$ cat src/rtl/pm_sensor_quality_if.sv
// PM sensor front-end bus: controller-side stimulus and quality results.
interface pm_sensor_quality_if #(
    parameter int unsigned CNT_W = 20
);
    logic             enable;
    logic             sens_in;
    logic             quality;
    logic [CNT_W-1:0] low_count;
    logic             window_done;
    logic             sens_fault;

    modport master (
        output enable,
        output sens_in,
        input  quality,
        input  low_count,
        input  window_done,
        input  sens_fault
    );

    modport slave (
        input  enable,
        input  sens_in,
        output quality,
        output low_count,
        output window_done,
        output sens_fault
    );
endinterface

$ cat src/rtl/pm_sensor_quality.sv
// PM sensor quality front end: synchronise and deglitch the low-active pulse,
// measure low occupancy over back-to-back windows, apply hysteresis thresholds.
module pm_sensor_quality #(
    parameter int unsigned SAMPLE_DIV   = 5000,
    parameter int unsigned WARMUP_TICKS = 20000,
    parameter int unsigned WINDOW_TICKS = 300000,
    parameter int unsigned FILT_LEN     = 4,
    parameter int unsigned TH_HI        = 30000,
    parameter int unsigned TH_LO        = 15000,
    parameter int unsigned CNT_W        = 20
) (
    input logic              clk,
    input logic              reset,
    pm_sensor_quality_if.slave bus
);

    localparam int unsigned DIV_W = (SAMPLE_DIV > 2) ? $clog2(SAMPLE_DIV) : 1;

    localparam logic [DIV_W-1:0] DivLast  = DIV_W'(SAMPLE_DIV - 1);
    localparam logic [CNT_W-1:0] WarmLast = CNT_W'(WARMUP_TICKS - 1);
    localparam logic [CNT_W-1:0] WinLast  = CNT_W'(WINDOW_TICKS - 1);
    localparam logic [CNT_W-1:0] ThHi     = CNT_W'(TH_HI);
    localparam logic [CNT_W-1:0] ThLo     = CNT_W'(TH_LO);

    typedef enum logic [1:0] {StIdle, StWarmup, StMeasure, StEval} state_e;

    logic                sync1, sync2;
    logic [DIV_W-1:0]    div_q;
    logic                tick;
    logic [FILT_LEN-1:0] shift_q, shift_d;
    logic                filt_q, filt_d;
    logic                filt_change;

    state_e              state_q, state_d;
    logic [CNT_W-1:0]    win_cnt_q, win_cnt_d;
    logic [CNT_W-1:0]    low_acc_q, low_acc_d;
    logic [CNT_W-1:0]    low_count_q, low_count_d;
    logic                edge_q, edge_d;
    logic                fault_q, fault_d;
    logic                quality_q, quality_d;
    logic                window_done;

    assign tick        = bus.enable && (div_q == DivLast);
    assign filt_change = (filt_d != filt_q);

    // Two-flop synchroniser; idles high like the sensor line.
    always_ff @(posedge clk or negedge reset) begin
        if (!reset) begin
            sync1 <= 1'b1;
            sync2 <= 1'b1;
        end else begin
            sync1 <= bus.sens_in;
            sync2 <= sync1;
        end
    end

    // Sample-tick divider, held cleared while disabled.
    always_ff @(posedge clk or negedge reset) begin
        if (!reset) begin
            div_q <= '0;
        end else if (!bus.enable || tick) begin
            div_q <= '0;
        end else begin
            div_q <= div_q + 1'b1;
        end
    end

    // Deglitch: level flips only when the whole shift register agrees on the new value.
    always_comb begin
        shift_d = shift_q;
        filt_d  = filt_q;
        if (tick) begin
            shift_d = (shift_q << 1) | FILT_LEN'(sync2);
            if ((&shift_d) && !filt_q) begin
                filt_d = 1'b1;
            end else if (!(|shift_d) && filt_q) begin
                filt_d = 1'b0;
            end
        end
    end

    // Filter state register.
    always_ff @(posedge clk or negedge reset) begin
        if (!reset) begin
            shift_q <= '1;
            filt_q  <= 1'b1;
        end else begin
            shift_q <= shift_d;
            filt_q  <= filt_d;
        end
    end

    // Measurement FSM next state; enable low overrides every state, including EVAL.
    always_comb begin
        state_d     = state_q;
        win_cnt_d   = win_cnt_q;
        low_acc_d   = low_acc_q;
        edge_d      = edge_q;
        low_count_d = low_count_q;
        fault_d     = fault_q;
        quality_d   = quality_q;
        window_done = 1'b0;
        if (!bus.enable) begin
            state_d   = StIdle;
            win_cnt_d = '0;
            low_acc_d = '0;
            edge_d    = 1'b0;
            quality_d = 1'b0;
        end else begin
            unique case (state_q)
                StIdle: begin
                    state_d   = StWarmup;
                    win_cnt_d = '0;
                    low_acc_d = '0;
                    edge_d    = 1'b0;
                end
                StWarmup: begin
                    if (tick) begin
                        if (win_cnt_q == WarmLast) begin
                            state_d   = StMeasure;
                            win_cnt_d = '0;
                        end else begin
                            win_cnt_d = win_cnt_q + 1'b1;
                        end
                    end
                end
                StMeasure: begin
                    if (filt_change) begin
                        edge_d = 1'b1;
                    end
                    if (tick) begin
                        win_cnt_d = win_cnt_q + 1'b1;
                        if (!filt_q) begin
                            low_acc_d = low_acc_q + 1'b1;
                        end
                        // The tick that completes the window is counted above.
                        if (win_cnt_q == WinLast) begin
                            state_d = StEval;
                        end
                    end
                end
                StEval: begin
                    window_done = 1'b1;
                    low_count_d = low_acc_q;
                    fault_d     = !edge_q;
                    if (edge_q) begin
                        if (low_acc_q >= ThHi) begin
                            quality_d = 1'b1;
                        end else if (low_acc_q < ThLo) begin
                            quality_d = 1'b0;
                        end
                    end
                    win_cnt_d = '0;
                    low_acc_d = '0;
                    edge_d    = 1'b0;
                    state_d   = StMeasure;
                end
                default: state_d = StIdle;
            endcase
        end
    end

    // FSM and measurement registers.
    always_ff @(posedge clk or negedge reset) begin
        if (!reset) begin
            state_q     <= StIdle;
            win_cnt_q   <= '0;
            low_acc_q   <= '0;
            low_count_q <= '0;
            edge_q      <= 1'b0;
            fault_q     <= 1'b0;
            quality_q   <= 1'b0;
        end else begin
            state_q     <= state_d;
            win_cnt_q   <= win_cnt_d;
            low_acc_q   <= low_acc_d;
            low_count_q <= low_count_d;
            edge_q      <= edge_d;
            fault_q     <= fault_d;
            quality_q   <= quality_d;
        end
    end

    assign bus.quality     = quality_q;
    assign bus.low_count   = low_count_q;
    assign bus.window_done = window_done;
    assign bus.sens_fault  = fault_q;

endmodule
$ cat src/flat_wrapper.sv
// flat-port wrapper written by rule: the top's interface ports become plain ports
module pm_sensor_quality_flat 
#(
    parameter int unsigned SAMPLE_DIV   = 5000,
    parameter int unsigned WARMUP_TICKS = 20000,
    parameter int unsigned WINDOW_TICKS = 300000,
    parameter int unsigned FILT_LEN     = 4,
    parameter int unsigned TH_HI        = 30000,
    parameter int unsigned TH_LO        = 15000,
    parameter int unsigned CNT_W        = 20
)
  (clk, reset, bus_enable, bus_sens_in, bus_quality, bus_low_count, bus_window_done, bus_sens_fault);
  pm_sensor_quality_if #(.CNT_W(CNT_W)) bus_i ();
  input logic clk;
  input logic reset;
  input wire logic [$bits(bus_i.enable)-1:0] bus_enable;
  input wire logic [$bits(bus_i.sens_in)-1:0] bus_sens_in;
  output wire logic [$bits(bus_i.quality)-1:0] bus_quality;
  output wire logic [$bits(bus_i.low_count)-1:0] bus_low_count;
  output wire logic [$bits(bus_i.window_done)-1:0] bus_window_done;
  output wire logic [$bits(bus_i.sens_fault)-1:0] bus_sens_fault;
  assign bus_i.enable = bus_enable;
  assign bus_i.sens_in = bus_sens_in;
  assign bus_quality = bus_i.quality;
  assign bus_low_count = bus_i.low_count;
  assign bus_window_done = bus_i.window_done;
  assign bus_sens_fault = bus_i.sens_fault;
  pm_sensor_quality #(.SAMPLE_DIV(SAMPLE_DIV), .WARMUP_TICKS(WARMUP_TICKS), .WINDOW_TICKS(WINDOW_TICKS), .FILT_LEN(FILT_LEN), .TH_HI(TH_HI), .TH_LO(TH_LO), .CNT_W(CNT_W)) u_core (.clk(clk), .reset(reset), .bus(bus_i));
endmodule
$ cat config.mk
export PLATFORM = sky130hd
export DESIGN_NAME = pm_sensor_quality_flat
export DESIGN_NICKNAME = d
export VERILOG_FILES = /design/src/rtl/pm_sensor_quality_if.sv /design/src/rtl/pm_sensor_quality.sv /design/src/flat_wrapper.sv
export SDC_FILE = /design/constraint.sdc
export NUM_CORES = 1
export LEC_CHECK = 0
export ABC_AREA = 0
export CAP_MARGIN = 25
export CORE_UTILIZATION = 59
export DETAILED_ROUTE_END_ITERATION = 8
export GPL_ROUTABILITY_DRIVEN = 0
export PLACE_DENSITY = 0.87
export SYNTH_ARGS = -nofsm -noshare
export SYNTH_HDL_FRONTEND = slang
export SYNTH_SLANG_ARGS = --single-unit
$ cat constraint.sdc
create_clock -name clk -period 3.4 [get_ports clk]
set_clock_uncertainty 0.1 [all_clocks]
set_input_delay 0.68 -clock clk [delete_from_list [all_inputs] [get_ports clk]]
set_output_delay 0.68 -clock clk [all_outputs]
set_load 0.02 [all_outputs]
After elaboration in Yosys (flattened, before gate mapping)
Cells that the tools add are included.
W data, S select, Z words.
{ "word_totals": {"regBits": 84, "in_bits": 4, "out_inout_bits": 23} }
{ "classes": {"addsub": 3, "order_cmp": 2, "n_eq_ne": 17, "n_mux": 29, "bitwise_logic": 1, "n_reduce_logical": 18} }
{ "op_table": {"columns": ["cell", "n"], "rows": [
  ["$mux W20", 7],
  ["$pmux W20 S3", 1],
  ["$add A20 B1 Y20 const B", 2],
  ["$pmux W20 S2", 1],
  ["$eq A20 B15 Y1 const B", 1],
  ["$eq A20 B19 Y1 const B", 1],
  ["$ge A20 B15 Y1 const B", 1],
  ["$lt A20 B14 Y1 const B", 1],
  ["$ne A3 B2 Y1 const B", 6],
  ["$add A13 B1 Y13 const B", 1],
  ["$eq A13 B13 Y1 const B", 1],
  ["$mux W13", 1],
  ["$mux W1", 12],
  ["$mux W2", 5],
  ["$pmux W2 S4", 1],
  ["$reduce_and A4 Y1", 2],
  ["$reduce_and A2 Y1", 3],
  ["$reduce_and A3 Y1", 2],
  ["$eq A2 B2 Y1 const B", 2],
  ["$logic_not A1 Y1", 4],
  ["$ne A2 B1 Y1 const B", 2],
  ["$or A4 B1 Y4", 1],
  ["$reduce_or A4 Y1", 1],
  ["$logic_and A1 B1 Y1", 3],
  ["8 further kinds", 8]
]} }

Longest topological paths before layout
{ "logic_depth": {"word_depth": 11, "ltp_mapped": 9, "ltp_nobuf": 7} }

Least setup slack after synthesis
OpenSTA, ideal clock, no wires.
{ "synth_timing": {"path_type": "register -> register", "startpoint": "reg u_core.state_q[0]", "endpoint": "reg u_core.low_acc_q[9]", "setup_ns": 0.078, "arrival_ns": 2.166, "required_ns": 3.222, "slack_ns": 1.056, "path_stages_with_launch": 9, "period_less_slack_ns": 2.344, "path_cell_list": "dfrtp_1 > inv_1 > ha_1 > clkbuf_1 > nor2b_1 > nand4_2 > a211o_1 > or4_1 > a21oi_1"} }
{ "synth_via": {"elab_chain_len": 4} }
{ "synth_rtl": {"columns": ["element", "line_no", "rtl"], "rows": [
  ["start: declaration", "pm_sensor_quality.sv:34", "state_e state_q, state_d;"],
  ["start signal: assignment", "pm_sensor_quality.sv:166", "state_q <= StIdle;"],
  ["start signal: assignment", "pm_sensor_quality.sv:174", "state_q <= state_d;"],
  ["$eq A2 B2 Y1 or $logic_not A2 Y1 (tied branches)", "pm_sensor_quality.sv:110", "unique case (state_q)"],
  ["$reduce_or A2 Y1 (no line)", null, null],
  ["$ne A3 B2 Y1 (no line) or $pmux W20 S2 (tied branches)", null, null],
  ["$reduce_and A3 Y1 (no line) or $mux W20 (tied branches)", null, null],
  ["end signal: assignment", "pm_sensor_quality.sv:176", "low_acc_q <= low_acc_d;"],
  ["end: declaration", "pm_sensor_quality.sv:36", "logic [CNT_W-1:0] low_acc_q, low_acc_d;"]
]} }
Several ways; a longest one is shown, not always the timed one.
A chain may end at the register's enable or synchronous reset.

Final worst setup path
{ "layout_timing": {"startpoint": "in bus_enable", "endpoint": "out bus_window_done"} }
{ "layout_via": {"elab_chain_len": 1} }
{ "layout_rtl": {"columns": ["element", "line_no", "rtl"], "rows": [
  ["start: declaration", "flat_wrapper.sv:16", "input wire logic [$bits(bus_i.enable)-1:0] bus_enable;"],
  ["$mux W1", "pm_sensor_quality.sv:103", "if (!bus.enable) begin"],
  ["end: declaration", "flat_wrapper.sv:20", "output wire logic [$bits(bus_i.window_done)-1:0] bus_window_done;"]
]} }
Every way passes these cells.

==> results by group <==
Synth
  • Synth top area cells: dfrtp_1, mux2_2, o21ai_0, dfstp_2, nand2_1
  • Share of the synthesized area in the top cell type: 44.8%
  • Sequential element share of the synthesized area: 48.5%
  • Synth warn: 0
  • Syn Nets: 461
  • Most frequent cell after synthesis: dfrtp_1
  • Cells after synthesis: 449
  • Async SR Flop Fraction: 100%
  • Post-synthesis cell area: 4350 um2
  • Synth Flop Type: dfrtp_1
  • #FFs+latches synth: 84
  • Commonest cells post-synth: dfrtp_1, nand2_1, nor2_1, o21ai_0
  • Post-synth cell types: 57
  • Yosys top cell by area: dfrtp_1
  • Avg Synthesized Cell Area: 9.69 um2
  • Post-synth EDFFs: 0

Clock tree
  • CTS Buf Count: 9
  • Clock Pin Slew Worst Setup and Hold Paths: 0.08 ns
  • Setup bufs post-CTS: 0
  • Root buffer cell: clkbuf_8
  • H-tree levels: 3
  • CTS resizes: 0
  • Longest Clk Path Bufs: 2
  • Worst-skew pair later-pin latency: 0.36 ns
  • CTS tree: done
  • Hold Buf Count CTS: 0
  • Clock sink count: 84

Final layout
  • Fin area: 4880 um2
  • Layout cells sized above 1: 10.7%
  • Layout area overhead: 12.0%
  • Fill cell count: 500
  • ANT cells: 0
  • Fin nets: 483

Placed design
  • Port Buffers: 26
  • Placed cell areas: 4680 um2
  • DP Wirelength: 6380 um

Global routing
  • Initial antenna violation count: 0
  • Maximum number of pins on one net before global-route repair: 85
  • First-pass GRT wire length: 15900 um
  • Global Route Usage Sum: 27.0%
  • Vias in the first global route: 3438
  • Overflow after GRT: 0

Floorplanning
  • Initial Util: 62.7%
  • Die width: 87.9 um
  • Die H: 87.9 um
  • Row cnt: 30
  • # IOs: 27
  • Core Region: 6940 um2
  • DIE AREA: 7730 um2

Timing
  • RSZ-0062 raised after global routing: false
  • Least-Margin Pin Slew: 0.851 ns
  • Final Max Tran Viols: 0
  • Max Freq: 336 MHz
  • Slew HR: 43.0%
  • Final setup vio count: 0
  • TNS Setup: 0 ns
  • Tcrit/Tclk final: 87.5%
  • Final Critical Period: 2.98 ns
  • Final hold violations: 0

Routing
  • DRC viols: 0
  • Post-DRT Antenna Nets: 0
  • Routed vias: 3625
  • Vias/cell: 6.34
  • Initial drt markers: 277
  • Drt wl/cell: 16.3 um
  • Overall routed net length: 9330 um
  • TritonRoute pass-1 iters: 5

Critical path
  • Critical path type: primary input to primary output
  • Crit path max fanout: 10
  • CP Launch Type: primary input
  • Critical Path Sink Type: primary output
  • R2R cell count: 7
  • Worst EP required: 2.62 ns
  • Worst EP arrival: 2.20 ns

Power and ir drop
  • Maximum VDD drop: 0.000386 V
  • Leakage power: 0.00202 uW
  • Sw power: 747 uW
  • Power Density: 464 nW/um2
  • Internal power: 1520 uW
  • Sw Share: 33.0%
  • Reg power frac: 48.2%
  • Comb power frac: 23.7%
  • Clock Power Share: 28.1%
  • Total power: 2260 uW

Outcome
  • Status: completed

Min path
  • Min-Delay Path Class: primary input to async pin

Run
  • Max cap viols: 0
==> state kept, by name (all words and copies together) (netlist names) <==
signal	cells
u_core.edge_q	1
u_core.bus.low_count	20
u_core.win_cnt_q	20
u_core.bus.sens_fault	1
u_core.state_q	2
u_core.sync2	1
u_core.shift_q	3
u_core.bus.quality	1
u_core.filt_q	1
u_core.sync1	1
u_core.low_acc_q	20
u_core.div_q	13
==> cell families after synthesis <==
family	synth area share [%]
adder cells (fa/ha/maj)	2.30
AO/OA/AOI/OAI	15.0
multiplexers	5.12
AND/OR/NAND/NOR	22.1
flip-flops	48.5
XOR/XNOR	3.22
buffers and inverters	3.74
==> metal layers <==
metal / global-route usage [%] / up-vias / part of all wire [%]
li1: - / 1691 / -
met1: 38.1 / 1774 / 46
met2: 40.5 / 139 / 46
met3: 5.28 / 21 / 6.6
met4: 12.1 / 0 / 1.8
met5: 0 / - / 0
==> layout make-up <==
| cell class | instances | area [um2] | share of cell area [%] |
|---|---|---|---|
| Multi-Input combinational cell | 323 | 2080 | 42.7 |
| Timing Repair Buffer | 31 | 315 | 6.46 |
| Tap cell | 96 | 120 | 2.46 |
| Clock inverter | 5 | 27.5 | 0.564 |
| Clock buffer | 11 | 141 | 2.90 |
| Inverter | 22 | 82.6 | 1.69 |
| Sequential cell | 84 | 2110 | 43.3 |
==> power groups by stage <==
stage	Combinational (uW)	Sequential (uW)	Clock, uW
floorplan	353	1120	0
global placement	511	1110	0
detailed placement	523	1110	0
CTS	528	1090	646
global route	597	1100	691
finish	537	1090	635
==> cells in the final DEF (no fill, tap or decap), types with 10 or more instances in the layout <==
cell,synthesis,routed
mux2_2,18,18
inv_1,22,22
xnor2_1,11,11
nor3_1,11,11
nand3_1,24,24
or3_1,14,14
dfrtp_1,78,78
nand2_1,40,40
o21ai_0,33,33
nor2_1,34,34
clkbuf_8,0,10
or4_1,10,10
clkdlybuf4s50_1,0,25
nand4_1,13,13
a21oi_1,24,24
==> metrics by stage <==
step	utilization (%)	hold WS, ns	cells	setup WS (ns)
detailed placement	67.4	0.253	555	0.391
CTS	69.8	0.261	571	0.421
global route	70.2	0.183	572	0.362
finish	70.2	0.160	572	0.424
global placement	67.4	0.251	555	0.446
floorplan	-	0.245	449	1.06
==> worst max-delay path: stages <==
cell,delay [ns]
clkdlybuf4s50_1,0.71
nand2_1,0.13
inv_1,0.08
clkdlybuf4s50_1,0.59
==> final timing paths <==
path                                        start                   end  slack [ns]
worst max-delay path                   bus_enable       bus_window_done        0.42
worst min-delay path                        reset   u_core.low_acc_q[0]        0.16
worst max register to register  u_core.state_q[1]  u_core.win_cnt_q[10]        0.68
worst min register to register       u_core.sync1          u_core.sync2        0.26
max in group asynchronous                   reset     u_core.shift_q[2]        2.40
min in group clk                     u_core.sync1          u_core.sync2        0.26
Note: power is estimated with default switching activity, not from simulation.
